`src/rtl/serial_transfer_pkg.sv`:
```
// -----------------------------------------------------------------------------
// serial_transfer_pkg
// Shared definitions for the serial transfer unit: the FSM state encoding and
// the default parallel width / bit-clock divider.
// Optional feature macro used by the design: SERIAL_PARITY_EN
// -----------------------------------------------------------------------------
package serial_transfer_pkg;

    localparam int unsigned DEFAULT_WIDTH   = 8;
    localparam int unsigned DEFAULT_CLK_DIV = 2;

    typedef enum logic [1:0] {
        ST_IDLE  = 2'b00,
        ST_SHIFT = 2'b01,
        ST_DONE  = 2'b10
    } state_t;

endpackage

```
`src/rtl/bit_tick_gen.sv`:
```
// -----------------------------------------------------------------------------
// bit_tick_gen
// Divides Clk down to the serial bit rate. While i_run is high an internal
// divider counts 0..CLK_DIV-1; o_bit_end flags the last cycle of each bit and
// o_sclk_phase is high for the second half of each bit. While i_run is low the
// divider is held at zero, so every transfer starts on a fresh bit boundary.
//
// Ports:
//   i_clk        in  1  clock
//   i_rst        in  1  asynchronous active-high reset
//   i_run        in  1  divider enable (high while serializing)
//   o_bit_end    out 1  last cycle of the current bit period
//   o_sclk_phase out 1  serial clock level (low first half, high second half)
// -----------------------------------------------------------------------------
module bit_tick_gen
    import serial_transfer_pkg::*;
#(
    parameter int unsigned CLK_DIV = DEFAULT_CLK_DIV
) (
    input  logic i_clk,
    input  logic i_rst,
    input  logic i_run,
    output logic o_bit_end,
    output logic o_sclk_phase
);

    localparam int unsigned DW = $clog2(CLK_DIV);
    localparam logic [DW-1:0] LAST_DIV = DW'(CLK_DIV - 1);
    localparam logic [DW-1:0] HALF_DIV = DW'(CLK_DIV / 2);

    logic [DW-1:0] r_div;
    logic          w_bit_end;

    assign w_bit_end    = i_run && (r_div == LAST_DIV);
    assign o_bit_end    = w_bit_end;
    assign o_sclk_phase = (r_div >= HALF_DIV);

    always_ff @(posedge i_clk or posedge i_rst) begin
        if (i_rst) begin
            r_div <= '0;
        end else if (!i_run || w_bit_end) begin
            r_div <= '0;
        end else begin
            r_div <= r_div + 1'b1;
        end
    end

endmodule

```
`src/rtl/serial_transfer_unit.sv`:
```
// -----------------------------------------------------------------------------
// serial_transfer_unit
// Captures a WIDTH-bit word and shifts it out MSB first, CLK_DIV Clk cycles
// per bit, with a mid-bit rising SerialClk. A one-cycle TransferDone pulse
// reports completion; dropping TransferData mid-word aborts silently.
// Optional feature: define SERIAL_PARITY_EN to append one even-parity bit
// after the LSB.
//
// Ports:
//   Clk          in  1      clock (rising edge)
//   Reset        in  1      asynchronous active-high reset
//   SampleData   in  1      capture request for DataIn
//   TransferData in  1      serialize request, held for the whole transfer
//   DataIn       in  WIDTH  parallel word
//   SerialOut    out 1      serial data, MSB first (idle high)
//   SerialClk    out 1      serial bit clock (idle low)
//   TransferDone out 1      one-cycle completion pulse
//   Shifting     out 1      high while a word is being serialized
// -----------------------------------------------------------------------------
module serial_transfer_unit
    import serial_transfer_pkg::*;
#(
    parameter int unsigned WIDTH   = DEFAULT_WIDTH,
    parameter int unsigned CLK_DIV = DEFAULT_CLK_DIV
) (
    input  logic             Clk,
    input  logic             Reset,
    input  logic             SampleData,
    input  logic             TransferData,
    input  logic [WIDTH-1:0] DataIn,
    output logic             SerialOut,
    output logic             SerialClk,
    output logic             TransferDone,
    output logic             Shifting
);

    localparam int unsigned CW = $clog2(WIDTH + 1);
`ifdef SERIAL_PARITY_EN
    localparam int unsigned NBITS = WIDTH + 1;
`else
    localparam int unsigned NBITS = WIDTH;
`endif
    // Counter stops at the last bit index instead of incrementing past it,
    // so it never needs to hold NBITS itself.
    localparam logic [CW-1:0] LAST_BIT = CW'(NBITS - 1);

    state_t           r_state;
    logic [WIDTH-1:0] r_shift;
    logic [CW-1:0]    r_bitcnt;
    logic             r_serial_out;
    logic             r_serial_clk;
    logic             r_done;
    logic             r_shifting;
`ifdef SERIAL_PARITY_EN
    logic             r_parity;
`endif

    logic w_run;
    logic w_bit_end;
    logic w_sclk_phase;
    logic w_fill;

    assign w_run = (r_state == ST_SHIFT);

`ifdef SERIAL_PARITY_EN
    // Filling with the parity bit leaves it at the MSB once the LSB has gone,
    // so the parity bit is sent by the same MSB path as the data bits.
    assign w_fill = r_parity;
`else
    assign w_fill = 1'b0;
`endif

    bit_tick_gen #(
        .CLK_DIV (CLK_DIV)
    ) u_tick (
        .i_clk        (Clk),
        .i_rst        (Reset),
        .i_run        (w_run),
        .o_bit_end    (w_bit_end),
        .o_sclk_phase (w_sclk_phase)
    );

    // Outputs are registered from the current state and therefore trail it by
    // one cycle; an abort forces them idle on the same edge as the state.
    always_ff @(posedge Clk or posedge Reset) begin
        if (Reset) begin
            r_state      <= ST_IDLE;
            r_shift      <= '0;
            r_bitcnt     <= '0;
            r_serial_out <= 1'b1;
            r_serial_clk <= 1'b0;
            r_done       <= 1'b0;
            r_shifting   <= 1'b0;
`ifdef SERIAL_PARITY_EN
            r_parity     <= 1'b0;
`endif
        end else begin
            r_done <= 1'b0;
            case (r_state)
                ST_IDLE: begin
                    r_serial_out <= 1'b1;
                    r_serial_clk <= 1'b0;
                    r_shifting   <= 1'b0;
                    if (SampleData && TransferData) begin
                        r_shift  <= DataIn;
                        r_bitcnt <= '0;
                        r_state  <= ST_SHIFT;
`ifdef SERIAL_PARITY_EN
                        r_parity <= ^DataIn;
`endif
                    end
                end

                ST_SHIFT: begin
                    if (!TransferData) begin
                        r_state      <= ST_IDLE;
                        r_serial_out <= 1'b1;
                        r_serial_clk <= 1'b0;
                        r_shifting   <= 1'b0;
                    end else begin
                        r_serial_out <= r_shift[WIDTH-1];
                        r_serial_clk <= w_sclk_phase;
                        r_shifting   <= 1'b1;
                        if (w_bit_end) begin
                            r_shift <= {r_shift[WIDTH-2:0], w_fill};
                            if (r_bitcnt == LAST_BIT) begin
                                r_state <= ST_DONE;
                            end else begin
                                r_bitcnt <= r_bitcnt + 1'b1;
                            end
                        end
                    end
                end

                ST_DONE: begin
                    r_serial_out <= 1'b1;
                    r_serial_clk <= 1'b0;
                    r_shifting   <= 1'b0;
                    r_done       <= 1'b1;
                    r_state      <= ST_IDLE;
                end

                default: begin
                    r_serial_out <= 1'b1;
                    r_serial_clk <= 1'b0;
                    r_shifting   <= 1'b0;
                    r_state      <= ST_IDLE;
                end
            endcase
        end
    end

    assign SerialOut    = r_serial_out;
    assign SerialClk    = r_serial_clk;
    assign TransferDone = r_done;
    assign Shifting     = r_shifting;

endmodule
```
`config.mk`:
```
export PLATFORM = sky130hd
export DESIGN_NAME = serial_transfer_unit
export DESIGN_NICKNAME = d
export VERILOG_FILES = /design/src/rtl/serial_transfer_pkg.sv /design/src/rtl/bit_tick_gen.sv /design/src/rtl/serial_transfer_unit.sv
export SDC_FILE = /design/constraint.sdc
export NUM_CORES = 1
export LEC_CHECK = 0
export CAP_MARGIN = 20
export CORE_MARGIN = 5
export CORE_UTILIZATION = 51
export CTS_CLUSTER_DIAMETER = 40
export CTS_CLUSTER_SIZE = 40
export DETAILED_ROUTE_END_ITERATION = 10
export PLACE_DENSITY_LB_ADDON = 0.15
export REMOVE_ABC_BUFFERS = 1
export SYNTH_ARGS = -nofsm -noshare
export SYNTH_HDL_FRONTEND = slang
export SYNTH_SLANG_ARGS = --single-unit
```
`constraint.sdc`:
```
create_clock -name Clk -period 1.52 [get_ports Clk]
set_input_delay 0.304 -clock Clk [delete_from_list [all_inputs] [get_ports Clk]]
set_output_delay 0.304 -clock Clk [all_outputs]
set_load 0.1 [all_outputs]
```
# Word-level counts from Yosys, hierarchy flattened
# Cells that the tools add are included.
[classes]
eq_ne = 9
div_mod_pow = 0
mux = 22
shifts = 0
reduce_logical = 9
n_addsub = 2
n_bitwise = 0
multipliers = 0
magnitude_cmp = 1
[op_table]
columns = ["op", "count"]
rows = [
  ["two-way mux 8 bit", 3],
  ["two-way mux 4 bit", 4],
  ["one-hot mux 8 bit (2 select lines)", 1],
  ["two-way mux 1 bit", 8],
  ["two-way mux 2 bit", 4],
  ["inequality test 2 bit, second input constant", 4],
  ["one-hot mux 4 bit (2 select lines)", 1],
  ["inequality test 3 bit, second input constant", 2],
  ["AND reduction 5 bit", 1],
  ["adder 4 x 1 -> 4 bit, second input constant", 1],
  ["equality test 4 x 3 -> 1 bit, second input constant", 1],
  ["one-hot mux 2 bit (2 select lines)", 1],
  ["AND reduction 4 bit", 1],
  ["AND reduction 3 bit", 1],
  ["equality test 2 x 1 -> 1 bit, second input constant", 1],
  ["equality test 2 bit, second input constant", 1],
  ["logical AND 1 bit", 2],
  ["logical NOT 2 bit", 1],
  ["nonzero test 2 bit", 1],
  ["adder 1 bit, second input constant", 1],
  ["greater-or-equal comparator 1 bit, second input constant", 1],
  ["logical NOT 1 bit", 1],
  ["logical OR 1 bit", 1],
]
[totals]
memories = 0
latchBits = 0
regBits = 19
romBits = 0
ram_bits = 0
wordCells = 51
out_inout_bits = 4

# Longest topological paths before layout
# Gate-level depths: netlist of the first run.
[depth]
depth_word = 5
ltp_mapped = 5

# Hierarchy
# From an unflattened synthesis of the first run, not the netlist that was laid out.
[hier_totals]
hier_cells = 92
hier_area_um2 = 912.1
[by_module_without_submodules]
columns = ["mod", "area_per_inst_um2", "cells_per_inst", "n_inst"]
rows = [
  ["serial_transfer_unit", 867.1, 88, 1],
  ["bit_tick_gen", 45.0, 4, 1],
]

# Worst setup path before layout of the first run
# No wires, ideal clock.
[synth_timing]
path_type = "register to register"
start = "register r_state[0]"
end = "register r_shift[1]"
period_less_slack_ns = 1.285
t_arrival_ns = 1.203
stages_incl_launch_ff = 6
setup_ns = 0.081
path_slack_ns = 0.235
required_time_ns = 1.439
cell_sequence = "dfrtp_1 buf_6 mux2_4 and2_4 buf_6 a31oi_2"
[synth_via]
elab_chain_cells = 4
[synth_lines]
columns = ["item", "line", "text"]
rows = [
  ["from (decl)", "serial_transfer_unit.sv:47", "state_t r_state;"],
  ["from (signal assigned)", "serial_transfer_unit.sv:87", "r_state <= ST_IDLE;"],
  ["from (signal assigned)", "serial_transfer_unit.sv:107", "r_state <= ST_SHIFT;"],
  ["from (signal assigned)", "serial_transfer_unit.sv:116", "r_state <= ST_IDLE;"],
  ["equality test 2 x 1 -> 1 bit", "serial_transfer_unit.sv:63, serial_transfer_unit.sv:99", ""],
  ["logical AND 1 bit", "bit_tick_gen.sv:34", "assign w_bit_end = i_run && (r_div == LAST_DIV);"],
  ["inequality test 2 bit (no source line)", "-", ""],
  ["AND reduction 4 bit (no source line)", "-", ""],
  ["to (signal assigned)", "serial_transfer_unit.sv:105", "r_shift <= DataIn;"],
  ["to (signal assigned)", "serial_transfer_unit.sv:125", "r_shift <= {r_shift[WIDTH-2:0], w_fill};"],
  ["to (decl)", "serial_transfer_unit.sv:48", "logic [WIDTH-1:0] r_shift;"],
]
# Several ways; a longest one is shown, not always the timed one.
# A chain may end at the register's enable or synchronous reset.

# Worst setup path in the final report of the first run
[layout_timing]
start = "register r_state[0]"
end = "register r_shift[5]"
# Same word-level chain as after synthesis.

==> impl_metrics.csv, run 1 <==
group,metric,value,unit
grt,first_global_vias,775,
synth,yosys.cell_types.count,30,
critical_path,startpoint_of_the_worst_setup_timing_path,"r_state[0]",
critical_path,critPathCapture,"r_shift[5]",
layout,stdcell_count,139,
timing,rsz_0062_raised_after_global_routing,"false",
timing,timing.final.max_slew_violations,0,
clock_tree,cts.htree.levels,1,
synth,top_cells_by_area_synth,"dfrtp_1 (47%), a31oi_2 (9.1%), nand2_1 (6.7%)",
critical_path,reg2reg_from,"r_state[0]",
clock_tree,clkSlewWorstSetupHoldPaths,0.11,ns
synth,dominantRegCellSynth,"dfrtp_1",
power_and_ir_drop,peakVddDrop,0.000818,V
layout,utilization,0.709,
run_status,result_of_the_run,"finished, final reports clean",
synth,post_synth_instance_area,958,µm²
timing,setup-violations-final,0,
grt,antenna_found_initial,0,
power_and_ir_drop,p_leak,0.570,nW
critical_path,crit-reg2reg-capture,"r_shift[5]",
drt,drcViolationCount,0,
worst_hold_path,timing.hold.worst.class,"in2async",
place,io_buffers,15,
synth,synth-edff-count,0,
drt,detailedRoute.firstIterationViolations,8,
drt,post_drt_via_cell_ratio,5.38,
clock_tree,hold_buffers,0,
synth,synth_top_area_share,0.470,
clock_tree,clk_root_buffer_cell,"clkbuf_4",
timing,layout_worst_path_cycle_share,0.881,
layout,ant_cells,0,
synth,yosys.cell_count.top_type,"dfrtp_1",
floorplanning,coreArea,1760,µm²
clock_tree,cts_setup_buffers,0,
power_and_ir_drop,power.total,1.22,mW
clock_tree,clock-sinks,19,
clock_tree,cts_resized,0,
timing,worst_slew_pin_slew,0.328,ns
drt,via_count,748,
critical_path,worst-endpoint-required,1.74,ns
place,dpl.hpwl,1410,µm
synth,async_reset_ff_frac,1.00,
clock_tree,clock_latency,0.29,ns
synth,postSynthCellCount,91,
clock_tree,cts_tree,"done",
place,placed_cells,135,
floorplanning,die_h,53.4,µm
critical_path,critPathCaptureType,"register",
synth,ys_ff_latch,19,
drt,totalWireLength,1920,µm
drt,routedWlPerCell,13.8,µm
run,max_cap_viol_count,0,
floorplanning,initial_utilization,0.543,
grt,globalRoute.totalOverflow,0,
critical_path,reg2reg_slack,0.18,ns
synth,synth_sequential_area_ratio,0.497,
critical_path,ff2ff_path_depth,3,
place,place.gp.congestion,0.780,
timing,timing.setup.tns,0,ns
floorplanning,design.portCount,16,
grt,grt_pass1_wl,3450,µm
grt,gr-usage-all-layers,0.169,
synth,syn_avg_cell_area,10.5,µm²
drt,final_antenna_net_count,0,
power_and_ir_drop,cellPowerDensity,973,nW/µm²
floorplanning,die_area,2850,µm²
timing,final.min_clock_period,1.34,ns
layout,fillerInstances,142,
critical_path,worst-path-max-fanout,9,
floorplanning,placement_rows,15,
synth,yosys-top-cells-count,"dfrtp_1 (18), nand2_1 (17), a21oi_1 (8)",
timing,hold-worst-slack,0.254,ns
drt,drtPass1Iterations,4,
timing,timing.fmax,0.747,GHz
synth,ys.warnings.count,0,
layout,drive_above_1_share,0.263,
critical_path,setup.worst_path.class,"reg2reg",
clock_tree,cts_inserted_buffers,3,
floorplanning,die_width,53.4,µm
timing,fin_skew,0.00504,ns
critical_path,worst_setup_path_start_kind,"register",
clock_tree,cts_buffer_depth,2,
grt,grt_max_degree,13,
timing,report.final.hold_viol_count,0,
critical_path,timing.critical_path.arrival,1.56,ns
synth,yosys.area.top_type,"dfrtp_1",
layout,nets,128,
timing,maxSlewHeadroom,0.781,
layout,area_delta_synth_final,30.4,%
==> area by class of cell <==
class / instances / area, µm² / area share
Clock buffer: 4 / 26.3 / 0.0210
Inverter: 5 / 18.8 / 0.0150
Multi-Input combinational cell: 62 / 427 / 0.341
Sequential cell: 19 / 477 / 0.381
Timing Repair Buffer: 24 / 270 / 0.216
Tap cell: 25 / 31.3 / 0.0250
==> cells by family after synthesis <==
group,synth area share
compound gates,0.191
mux,0.0379
buf+inv,0.0574
simple gates,0.204
fa+ha+maj,0.0131
flops,0.497
==> metrics by stage <==
| stage | area, µm² | setup slack, ns |
|---|---|---|
| after floorplan | 922 | 0.180 |
| after global placement | 1220 | 0.00928 |
| after detailed placement | 1220 | -0.0211 |
| after CTS | 1250 | 0.179 |
| after global routing | 1250 | 0.115 |
| final | 1250 | 0.181 |
==> per-layer routing <==
layer	GRT usage	vias to the layer above	share of wire	wire (µm)
met5	0	-	0	0
met4	0.0766	0	0.022	43
met3	0.0366	6	0.030	58
met2	0.280	20	0.49	936
met1	0.207	363	0.46	881
li1	-	359	-	-
==> flip-flops by register name (all words and copies together) (netlist names) <==
register      flops
TransferDone      1
r_state           2
Shifting          1
r_shift           8
SerialClk         1
u_tick.r_div      1
SerialOut         1
r_bitcnt          4
==> where the power goes <==
group	internal (mW)	leakage, nW	switching (mW)
clock network	0.102	0.0150	0.149
logic	0.160	0.319	0.169
registers	0.584	0.236	0.0527
total	0.846	0.570	0.370
==> worst min-delay path by stage <==
stage / slack, ns / start / to / depth (start not counted)
6_report: 0.25 / Reset / Shifting / 2
5_1_grt: 0.28 / Reset / SerialClk / 2
4_1_cts: 0.26 / Reset / Shifting / 2
3_5_place_dp: 0.45 / r_shift[7] / SerialOut / 1
3_3_place_gp: 0.45 / r_shift[7] / SerialOut / 1
2_1_floorplan: 0.25 / Reset / SerialClk / 1
==> worst max-delay path, cell delays in order, from the launching register on <==
cell	delay, ns
dfrtp_1	0.51
mux2_4	0.39
and2_4	0.23
a31oi_2	0.14
==> cell usage in the layout (no fill, tap or decap), types with 2 or more instances in the layout <==
| master | count |
|---|---|
| nor2_1 | 3 |
| buf_4 | 8 |
| clkbuf_4 | 3 |
| and3_1 | 2 |
| and2b_1 | 2 |
| a21oi_1 | 8 |
| and4b_1 | 2 |
| buf_12 | 5 |
| nor2b_1 | 3 |
| nand2_1 | 17 |
| a22o_1 | 2 |
| inv_1 | 5 |
| nand2b_1 | 2 |
| a31oi_2 | 7 |
| dfrtp_1 | 18 |
| clkdlybuf4s50_1 | 11 |
No activity file was read; power rests on OpenSTA's default activity.
==> inputs of run 2 (changes only) <==
Settings changed: CTS_CLUSTER_DIAMETER 40 to 100.
==> results of run 2 <==
No change in the layout: final DEF, timing and power equal those of run 1.
==> inputs of run 3 (changes only) <==
Settings changed: CORE_ASPECT_RATIO from default to 0.75, SLEW_MARGIN from default to 20.
==> run 3 against run 2 <==
Net effect: sequential power hardly changed; flip-flop and latch count stayed put; clock power hardly changed; count of clock-buffer cells in the layout stayed put; non-clock buffer count is 2 lower; worst setup slack better by 0.012 ns; critical path type is now reg2out; largest power group unchanged.
==> impl_metrics.csv, run 3 (synthesized netlist as in run 1, its figures left out) <==
group,metric,value,unit
drt,final_antenna_net_count,0,
critical_path,crit_family,"flip-flops",
clock_tree,cts_buffer_depth,2,
critical_path,crit-reg2reg-capture,"r_bitcnt[0]",
clock_tree,cts_tree,"done",
critical_path,reg2reg_slack,0.19,ns
floorplanning,design.portCount,16,
critical_path,ff2ff_path_depth,3,
timing,rsz_0062_raised_after_global_routing,"false",
timing,fin_skew,0.00113,ns
place,place.gp.congestion,0.802,
drt,totalWireLength,1800,µm
place,placed_cells,130,
critical_path,crit_path_max_incr_delay,0.56,ns
timing,final.min_clock_period,1.33,ns
critical_path,critical_path.cell_chain,"buf_12",
layout,stdcell_count,134,
layout,largest-register,"r_shift",
layout,largest_register_ff_count,8,
layout,nets,126,
timing,worst_slew_pin_slew,0.247,ns
critical_path,worst_setup_path_start_kind,"register",
critical_path,critPathCapture,"SerialOut",
drt,routedWlPerCell,13.5,µm
critical_path,setup.worst_path.class,"reg2out",
timing,maxSlewHeadroom,0.835,
layout,area_delta_synth_final,27.2,%
timing,timing.final.max_slew_violations,0,
power_and_ir_drop,peakVddDrop,0.000894,V
critical_path,worst-path-stages,1,
clock_tree,cts_resized,0,
clock_tree,cts_inserted_buffers,3,
grt,first_global_vias,724,
grt,antenna_found_initial,0,
place,io_buffers,15,
grt,grt-busiest-layer,"met2",
layout,drive_above_1_share,0.250,
power_and_ir_drop,p_leak,0.555,nW
critical_path,timing.critical_path.arrival,1.02,ns
floorplanning,coreArea,1760,µm²
layout,ant_cells,0,
critical_path,worst_path_max_delay_cell,"dfstp_2",
run_status,result_of_the_run,"finished, final reports clean",
critical_path,critPathBufInv,1,
grt,gr-usage-all-layers,0.160,
clock_tree,clkSlewWorstSetupHoldPaths,0.10,ns
timing,report.final.hold_viol_count,0,
layout,most-common-layout-cells,"dfrtp_1 (18), nand2_1 (17), clkdlybuf4s50_1 (11)",
drt,drtPass1Iterations,4,
place,dpl.hpwl,1370,µm
critical_path,critPathCaptureType,"output pin",
worst_hold_path,timing.hold.worst.class,"in2async",
clock_tree,clock-sinks,19,
clock_tree,cts_setup_buffers,0,
critical_path,worst-path-max-fanout,1,
clock_tree,hold_buffers,0,
drt,drcViolationCount,0,
clock_tree,cts.htree.levels,1,
timing,hold-worst-slack,0.319,ns
power_and_ir_drop,cellPowerDensity,991,nW/µm²
layout,final_common_cell,"dfrtp_1",
grt,globalRoute.totalOverflow,0,
critical_path,startpoint_of_the_worst_setup_timing_path,"SerialOut",
timing,timing.fmax,0.754,GHz
layout,top_regs,"r_shift x8, r_bitcnt x4, r_state x2",
run,max_cap_viol_count,0,
floorplanning,die_area,2860,µm²
grt,groute.layer.met1.usage,0.217,
timing,setup-violations-final,0,
layout,utilization,0.694,
timing,layout_worst_path_cycle_share,0.873,
grt,grt_max_degree,20,
floorplanning,placement_rows,13,
floorplanning,die_h,47.5,µm
critical_path,worst-endpoint-required,1.22,ns
drt,via_count,714,
floorplanning,die_width,60.1,µm
grt,grtUsageMet3,0.0485,
floorplanning,initial_utilization,0.546,
critical_path,reg2reg_from,"r_state[0]",
grt,grt_pass1_wl,3330,µm
drt,detailedRoute.firstIterationViolations,7,
grt,gr-usage-met2,0.259,
drt,post_drt_via_cell_ratio,5.33,
clock_tree,clk_root_buffer_cell,"clkbuf_4",
clock_tree,clock_latency,0.29,ns
-- run 3: tightest hold or removal path, delay by kind of cell --
| family | cells | cell delay (ns) |
|---|---|---|
| buffers and inverters | 3 | 0.69 |
-- run 3: layout make-up --
type / count / area, µm²
Tap cell: 22 / 27.5
Multi-Input combinational cell: 62 / 427
Sequential cell: 19 / 477
Fill cell: 141 / 538
Clock buffer: 4 / 26.3
Timing Repair Buffer: 22 / 243
Inverter: 5 / 18.8
-- run 3: metal layers --
metal	part of all wire	up-vias	wire, µm
met4	0.0050	0	9
met5	0	-	0
met1	0.47	346	841
met3	0.049	2	89
li1	-	353	-
met2	0.48	13	865
-- run 3: per-stage QoR --
| stage | worst slack [ns] | power (mW) | TNS [ns] | area, µm² |
|---|---|---|---|---|
| 2_1_floorplan | 0.180 | 0.848 | 0 | 922 |
| 3_3_place_gp | -0.00912 | 0.956 | -0.00912 | 1190 |
| 3_5_place_dp | -0.0911 | 0.970 | -0.160 | 1190 |
| 4_1_cts | 0.181 | 1.22 | 0 | 1220 |
| 5_1_grt | 0.0842 | 1.30 | 0 | 1220 |
| 6_report | 0.193 | 1.21 | 0 | 1220 |
-- run 3: worst min path at each step --
stage                from    endpoint  slack [ns]  cells after the start
3_3_place_gp   r_shift[7]   SerialOut        0.45                      1
4_1_cts             Reset  r_shift[4]        0.32                      3
6_report            Reset  r_shift[5]        0.32                      3
5_1_grt             Reset  r_shift[5]        0.33                      3
2_1_floorplan       Reset   SerialClk        0.25                      1
3_5_place_dp   r_shift[7]   SerialOut        0.46                      1
-- run 3: power breakdown --
part	total [mW]	leakage, nW	switching (mW)	internal, mW
clock	0.252	0.0150	0.150	0.102
combinational	0.319	0.303	0.165	0.154
sequential	0.637	0.236	0.0525	0.584
total	1.21	0.555	0.368	0.840
